==> src/rtl/eks_setup_sequencer.sv <==
// EksBlowfishSetup sequencer: one salted expandKey(salt, key) call, then 2^cost rounds of
// expandKey(0, key) followed by expandKey(0, salt), with start/done handshake to expandKey.
module eks_setup_sequencer #(
   parameter int unsigned MIN_COST = 4,
   parameter int unsigned MAX_COST = 31
) (
   input  logic         clk,
   input  logic         reset_l,
   input  logic         start,
   input  logic         abort,
   input  logic [4:0]   cost,
   input  logic [127:0] salt,
   input  logic [575:0] key,
   output logic         ek_start,
   output logic         ek_use_salt,
   output logic [127:0] ek_salt,
   output logic [575:0] ek_key,
   input  logic         ek_done,
   output logic         busy,
   output logic         done,
   output logic [31:0]  rounds_left
);

   localparam int unsigned CntW = MAX_COST + 1;

   typedef enum logic [2:0] {
      StIdle, StSetupGo, StSetupWait, StKeyGo, StKeyWait, StSaltGo, StSaltWait, StFin
   } state_e;

   state_e            state_q;
   logic [CntW-1:0]   cnt_q;
   logic [127:0]      salt_q;
   logic [575:0]      key_q;
   logic              ek_start_q;
   logic              use_salt_q;
   logic              sel_salt_q;
   logic              busy_q;
   logic              done_q;

   logic [5:0]        cost_ext;
   logic [4:0]        eff_cost;
   logic [CntW-1:0]   cnt_load;
   logic [575:0]      salt_rep;

   // Compare in 6 bits so the upper clamp stays meaningful for any MAX_COST.
   always_comb begin
      cost_ext = {1'b0, cost};
      eff_cost = cost;
      if (cost_ext < 6'(MIN_COST)) begin
         eff_cost = 5'(MIN_COST);
      end else if (cost_ext > 6'(MAX_COST)) begin
         eff_cost = 5'(MAX_COST);
      end
      cnt_load = CntW'(1) << eff_cost;
   end

   always_comb begin
      salt_rep = '0;
      for (int i = 0; i < 18; i++) begin
         salt_rep[32*i +: 32] = salt_q[32*(i%4) +: 32];
      end
   end

   always_ff @(posedge clk or negedge reset_l) begin
      if (!reset_l) begin
         state_q    <= StIdle;
         cnt_q      <= '0;
         salt_q     <= '0;
         key_q      <= '0;
         ek_start_q <= 1'b0;
         use_salt_q <= 1'b0;
         sel_salt_q <= 1'b0;
         busy_q     <= 1'b0;
         done_q     <= 1'b0;
      end else begin
         ek_start_q <= 1'b0;
         done_q     <= 1'b0;
         if (abort) begin
            state_q    <= StIdle;
            cnt_q      <= '0;
            use_salt_q <= 1'b0;
            sel_salt_q <= 1'b0;
            busy_q     <= 1'b0;
         end else begin
            case (state_q)
               StIdle: begin
                  if (start) begin
                     salt_q     <= salt;
                     key_q      <= key;
                     cnt_q      <= cnt_load;
                     state_q    <= StSetupGo;
                     ek_start_q <= 1'b1;
                     use_salt_q <= 1'b1;
                     sel_salt_q <= 1'b0;
                     busy_q     <= 1'b1;
                  end
               end
               StSetupGo: state_q <= StSetupWait;
               StSetupWait: begin
                  if (ek_done) begin
                     state_q    <= StKeyGo;
                     ek_start_q <= 1'b1;
                     use_salt_q <= 1'b0;
                     sel_salt_q <= 1'b0;
                  end
               end
               StKeyGo: state_q <= StKeyWait;
               StKeyWait: begin
                  if (ek_done) begin
                     state_q    <= StSaltGo;
                     ek_start_q <= 1'b1;
                     sel_salt_q <= 1'b1;
                  end
               end
               StSaltGo: state_q <= StSaltWait;
               StSaltWait: begin
                  if (ek_done) begin
                     cnt_q      <= cnt_q - CntW'(1);
                     sel_salt_q <= 1'b0;
                     if (cnt_q == CntW'(1)) begin
                        state_q <= StFin;
                        done_q  <= 1'b1;
                     end else begin
                        state_q    <= StKeyGo;
                        ek_start_q <= 1'b1;
                     end
                  end
               end
               StFin: begin
                  state_q <= StIdle;
                  busy_q  <= 1'b0;
               end
               default: state_q <= StIdle;
            endcase
         end
      end
   end

   assign ek_start    = ek_start_q;
   assign ek_use_salt = use_salt_q;
   assign ek_salt     = salt_q;
   assign ek_key      = sel_salt_q ? salt_rep : key_q;
   assign busy        = busy_q;
   assign done        = done_q;
   assign rounds_left = 32'(cnt_q);

endmodule

==> config.mk <==
export PLATFORM = sky130hd
export DESIGN_NAME = eks_setup_sequencer
export DESIGN_NICKNAME = d
export VERILOG_FILES = /design/src/rtl/eks_setup_sequencer.sv
export SDC_FILE = /design/constraint.sdc
export NUM_CORES = 2
export LEC_CHECK = 0
export CAP_MARGIN = 5
export CORE_AREA = 4 4 567 569
export CTS_CLUSTER_DIAMETER = 100
export DETAILED_ROUTE_END_ITERATION = 6
export DIE_AREA = 0 0 571 573
export PLACE_DENSITY = 0.38
export SYNTH_ARGS = -nofsm -noshare
export SYNTH_HDL_FRONTEND = slang
export SYNTH_SLANG_ARGS = --single-unit
==> constraint.sdc <==
create_clock -name clk -period 3.2 [get_ports clk]
set_clock_uncertainty 0.2 [all_clocks]
set_input_delay 0.48 -clock clk [delete_from_list [all_inputs] [get_ports clk]]
set_output_delay 0.48 -clock clk [all_outputs]
set_load 0.03 [all_outputs]
## Yosys cells after proc, flatten, opt, wreduce, memory -nomap -nowiden

Cells that the tools add are included.

- Shift operators: 1
- Bitwise logic cells: 1
- Mux-type cells: 33
- Equality and inequality tests: 13
- Add/subtract/negate cells: 1
- Divide/modulo/power cells: 0
- Reductions and logical operators: 13
- Multiply operators: 0
- Order comparisons: 1

Operator list:

| kind | count |
|---|---|
| 2-to-1 mux 576 bit | 1 |
| 2-to-1 mux 32 bit | 3 |
| case mux 32 bit (2 select lines) | 1 |
| equality test 32 x 1 -> 1 bit (second input constant) | 1 |
| << shifter 1 x 5 -> 32 bit (first input constant) | 1 |
| subtractor 32 x 1 -> 32 bit (second input constant) | 1 |
| case mux 3 bit (8 select lines) | 1 |
| 2-to-1 mux 3 bit | 6 |
| 2-to-1 mux 1 bit | 16 |
| equality test 3 bit (second input constant) | 4 |
| inequality test 3 bit (second input constant) | 4 |
| AND reduction 3 bit | 3 |
| nonzero test 3 bit | 3 |
| AND reduction 4 bit | 2 |
| equality test 3 x 2 -> 1 bit (second input constant) | 2 |
| case mux 1 bit (3 select lines) | 2 |
| < comparator 5 x 3 -> 1 bit (second input constant) | 1 |
| 2-to-1 mux 5 bit | 1 |
| case mux 1 bit (2 select lines) | 2 |
| nonzero test 4 bit | 1 |
| OR reduction 2 bit | 2 |
| equality test 3 x 1 -> 1 bit (second input constant) | 1 |
| logical NOT 3 bit | 1 |
| inequality test 3 x 1 -> 1 bit (second input constant) | 1 |
| 2 further kinds | 2 |

- Memory bits (read-only): 0
- Word-level logic and storage cells: 72
- Flip-flop bits (word level): 744
- Input bits: 714
- Memories kept: 0
- Memory bits (writable): 0
- Bits in latches: 0

## Depth between registers and ports, before layout

- Depth after elaboration: 6
- Gate-level depth with buffers: 9

## Worst setup path after synthesis

Ideal clock, no wire load.

- Path type: flip-flop to output port
- From: reg sel_salt_q
- To: out ek_key[100]
- Data arrival time: 1907 ps
- Path buffers: 4
- Slack: 613 ps
- Stages on the path, launching flop included: 7
- Cell sequence: dfrtp_1 clkbuf_1 clkbuf_1 clkbuf_1 buf_1 nand2_1 o21ai_0

- Cells in the longest elaborated chain, start to end: 1

Ends and longest elaborated chain:

| item | line | source |
|---|---|---|
| start, declared | 36 | `logic sel_salt_q;` |
| start signal, assigned | 72 | `sel_salt_q <= 1'b0;` |
| start signal, assigned | 82 | `sel_salt_q <= 1'b0;` |
| start signal, assigned | 94 | `sel_salt_q <= 1'b0;` |
| 2-to-1 mux 576 bit | 142 | `assign ek_key = sel_salt_q ? salt_rep : key_q;` |
| end, declared | 17 | `output logic [575:0] ek_key,` |

Every way passes these cells.

## Final worst setup path

- From: reg sel_salt_q
- To: out ek_key[107]

Same word-level chain as after synthesis.

==> impl_metrics.py <==
metrics = {
    "status": {
        "outcome": "finished with violations",
        "violations": "negative setup slack",
    },
    "hold_path": {
        "hp-class": "primary input to register",
        "holdPathStages": 2,
        "hold_path_end": "key_q[390]$_DFFE_PN0P_",
        "worstHoldStart": "key[390]",
    },
    "layout": {
        "multi_input_area_um2": 15910,
        "seq_area_um2": 18620,
        "fillCellCount": 34370,
        "layout-drive-gt1-share_pct": 40.57,
        "nNetsFinal": 5892,
        "fin_cells": 9473,
        "area_growth_pct": 97.42,
    },
    "pwr": {
        "p_leak_uw": 0.02926,
        "powerDensity_nw_per_um2": 755.6,
        "peakVddDrop_v": 0.0003766,
        "p_total_uw": 51890,
        "p_clk_share_pct": 24.1,
        "seqPwrFrac_pct": 28.1,
        "p_switching_uw": 21300,
        "sw_frac_of_total_pct": 41.05,
        "internal_power_uw": 30590,
        "comb_power_share_pct": 47.8,
    },
    "timing": {
        "final.period_utilization_pct": 100.3,
        "hold_viol": 0,
        "finalMaxSlewViolations": 0,
        "fmax_ghz": 0.3116,
        "rsz0062_at_grt": "yes",
        "fin_crit_ns": 3.209,
        "setup-tns-final_ns": -0.01025,
        "hold_ws_ns": 0.09795,
        "setup_slack_ns": -0.009275,
        "finalSetupViolCount": 2,
        "relSlewSlack_pct": 47.58,
        "worstMarginPinSlew_ns": 0.7863,
    },
    "floorplan": {
        "core_area_um2": 316800,
        "die_h_um": 573,
        "dieWidth_um": 571,
        "start_util_pct": 10.98,
        "ios": 1454,
        "rows": 207,
        "dieArea_um2": 327200,
    },
    "global_route": {
        "grt_pass1_wl_um": 348800,
        "grt_pass1_vias": 35660,
        "grt_max_degree": 88,
        "antenna_found_initial": 168,
        "overflow": 0,
        "track_usage_pct": 15.70,
    },
    "clock_network": {
        "numClockSinks": 744,
        "clock_path_buffers": 4,
        "cts_buffers": 107,
        "root_buffer": "clkbuf_16",
        "cts_tree": "built",
        "clk_pin_slew_ns": 0.06,
        "worstSkewPairLatency_ns": 0.82,
        "ctsHtreeMaxLevel": 3,
    },
    "yosys": {
        "syn_area_um2": 34780,
        "synth_cell_types": 56,
        "synth_cells": 3175,
        "yosys_warnings": 0,
        "synth_area_per_cell_um2": 10.96,
        "ys_seq_area_share_pct": 53.52,
        "synth_nets": 3891,
        "ys_async_sr_fraction_pct": 100.0,
        "synth_edf_count": 0,
        "synthFlopType": "dfrtp_1",
        "ys_ff_latch": 744,
    },
    "worst_setup_path": {
        "r2r_cells": 5,
        "critPathRequiredTime_ns": 2.52,
        "crit_fanout": 7,
        "r2r_slack_ns": 0.30,
        "crit_type": "register to output port",
        "worst_ep_arrival_time_ns": 2.53,
        "reg2reg_from": "rounds_left[8]$_DFFE_PN0P_",
        "r2r_end": "rounds_left[27]$_DFFE_PN0P_",
        "cp-end-kind": "output port",
        "cp_top_family": "buffers and inverters",
        "cp-start-kind": "register",
        "crit_chain": "buf_12, buf_16, buf_16, bufbuf_16, o21ai_4, buf_6, buf_12",
        "max_stage_delay_ns": 0.52,
        "path_buf_inv": 6,
        "slowest_stage": "dfrtp_4",
    },
    "drt": {
        "drt-initial-drc-count": 1582,
        "drt_wl_total_um": 266500,
        "num_vias": 33610,
        "drt-wirelength-per-cell_um": 28.13,
        "routed_via_density": 3.548,
        "ant_nets": 0,
        "drc_errors": 0,
        "drtPass1Iterations": 5,
    },
    "place": {
        "dpl.cell_count": 8840,
        "gp_congestion": 0.9311,
        "port-buffer-count": 1453,
        "place_ws_ns": -0.1979,
        "dp_hpwl_um": 217800,
    },
    "run": {
        "cap_viol_max_count": 0,
    },
}
[flip-flops by register name (all words and copies together), names as in the netlist]
name,flops
done,1
ek_start,1
rounds_left,32
busy,1
sel_salt_q,1
key_q,576
ek_salt,128
state_q,3
ek_use_salt,1
[metrics by stage]
step / cell area, um^2 / util (%)
3_5_place_dp: 56370 / 17.80
6_report: 68670 / 21.68
3_3_place_gp: 56370 / 17.80
2_1_floorplan: 34780 / -
5_1_grt: 68620 / 21.66
4_1_cts: 66930 / 21.13
[power groups by stage]
stage	Sequential [uW]	Clock [uW]	Combinational, uW
6_report	14600	12500	24800
2_1_floorplan	14600	0	9940
3_3_place_gp	14300	0	23200
3_5_place_dp	14400	0	23300
4_1_cts	14500	13000	24500
5_1_grt	14900	13300	26000
[cells in the mapped netlist (all sizes together) (2+ instances only)]
| master | number | share of area, % |
|---|---|---|
| a21o | 3 | 0.065 |
| a21oi | 31 | 0.48 |
| a22o | 3 | 0.076 |
| a22oi | 3 | 0.065 |
| a31oi | 9 | 0.16 |
| a32oi | 3 | 0.076 |
| and3b | 3 | 0.076 |
| buf | 89 | 2.3 |
| clkbuf | 88 | 0.95 |
| dfrtp | 744 | 54 |
| ha | 2 | 0.072 |
| inv | 587 | 6.3 |
| mux2 | 704 | 23 |
| nand2 | 148 | 1.6 |
| nand2b | 6 | 0.11 |
| nand3 | 10 | 0.14 |
| nand3b | 3 | 0.065 |
| nand4 | 4 | 0.072 |
| nor2 | 33 | 0.36 |
| nor2b | 5 | 0.090 |
| nor3 | 16 | 0.23 |
| nor3b | 2 | 0.043 |
| nor4 | 12 | 0.25 |
| nor4b | 2 | 0.050 |
| o211ai | 3 | 0.065 |
| o21ai | 610 | 8.8 |
| o22ai | 5 | 0.090 |
| o2bb2ai | 8 | 0.20 |
| o31ai | 2 | 0.043 |
| o32a | 3 | 0.086 |
| o32ai | 4 | 0.10 |
| or2 | 4 | 0.072 |
| or3 | 6 | 0.12 |
| or4 | 6 | 0.14 |
[area by class of cell]
cell class | count | share of cell area [%]
Tap cell | 4180 | 7.616
Multi-Input combinational cell | 1667 | 23.16
Timing Repair Buffer | 2069 | 33.46
Antenna cell | 31 | 0.1130
Sequential cell | 744 | 27.12
Clock buffer | 153 | 4.529
Clock inverter | 42 | 0.7944
Inverter | 587 | 3.209
[repair_timing]
| item | 4_1_cts | 5_1_grt |
|---|---|---|
| hold buffers | 312 | 0 |
| cloned | 36 | 5 |
| setup buffers | 50 | 17 |
| gates resized for setup | 1497 | 581 |
| endpoints found under the setup margin | 542 | 385 |
| endpoints found under the hold margin | 594 | 0 |
| pin swaps | 21 | 44 |
[cells in the final DEF (no fill, tap or decap), types with 20 or more instances in the layout]
cell / instances
buf_6: 133
clkbuf_8: 26
o21ai_2: 177
nor2_1: 32
buf_4: 434
mux2_2: 651
inv_1: 587
clkinv_2: 20
clkbuf_16: 112
nand2_1: 34
nand2_8: 47
diode_2: 31
a21oi_1: 30
o21ai_1: 168
dfrtp_1: 743
nand2_4: 32
o21ai_4: 115
nand2_2: 35
buf_16: 40
buf_12: 229
clkbuf_1: 20
clkdlybuf4s50_1: 868
mux2_1: 53
dlygate4sd3_1: 311
o21ai_0: 150
buf_2: 24
[worst max-delay path by stage]
stage	from	to	slack, ns	cells after the start
5_1_grt	sel_salt_q$_DFFE_PN0P_	ek_key[350]	-0.13	8
6_report	sel_salt_q$_DFFE_PN0P_	ek_key[107]	-0.009	7
3_3_place_gp	start	key_q[141]$_DFFE_PN0P_	-0.18	9
4_1_cts	sel_salt_q$_DFFE_PN0P_	ek_key[362]	-0.19	6
2_1_floorplan	sel_salt_q$_DFFE_PN0P_	ek_key[100]	0.61	6
3_5_place_dp	start	key_q[374]$_DFFE_PN0P_	-0.20	9
[metal layers]
layer  vias to the layer above  global-route usage [%]  routed length (um)
met5                         -                       0                 702
met4                       112                   3.829                6637
met3                       410                   5.704               24010
met2                      1423                   25.56              123400
met1                     16940                   19.59              111700
li1                      14730                       -                   -
[cells by family after synthesis]
group | Yosys count | share of synthesized area (%)
DFF | 744 | 53.52
adders and majority gates | 2 | 0.07193
and+or+nand+nor | 266 | 3.557
muxes | 705 | 22.82
AOI/OAI and AO/OA | 693 | 10.46
buffers and inverters | 764 | 9.539
xor gates and xnor gates | 1 | 0.02518
[worst reg2reg max path, cell delays in order (launching register included)]
cell	delay [ns]
dfrtp_1	0.48
or4_1	0.62
or4_1	0.73
or4_1	0.49
a21oi_1	0.15
o21ai_0	0.09
No activity file was read; power rests on OpenSTA's default activity.
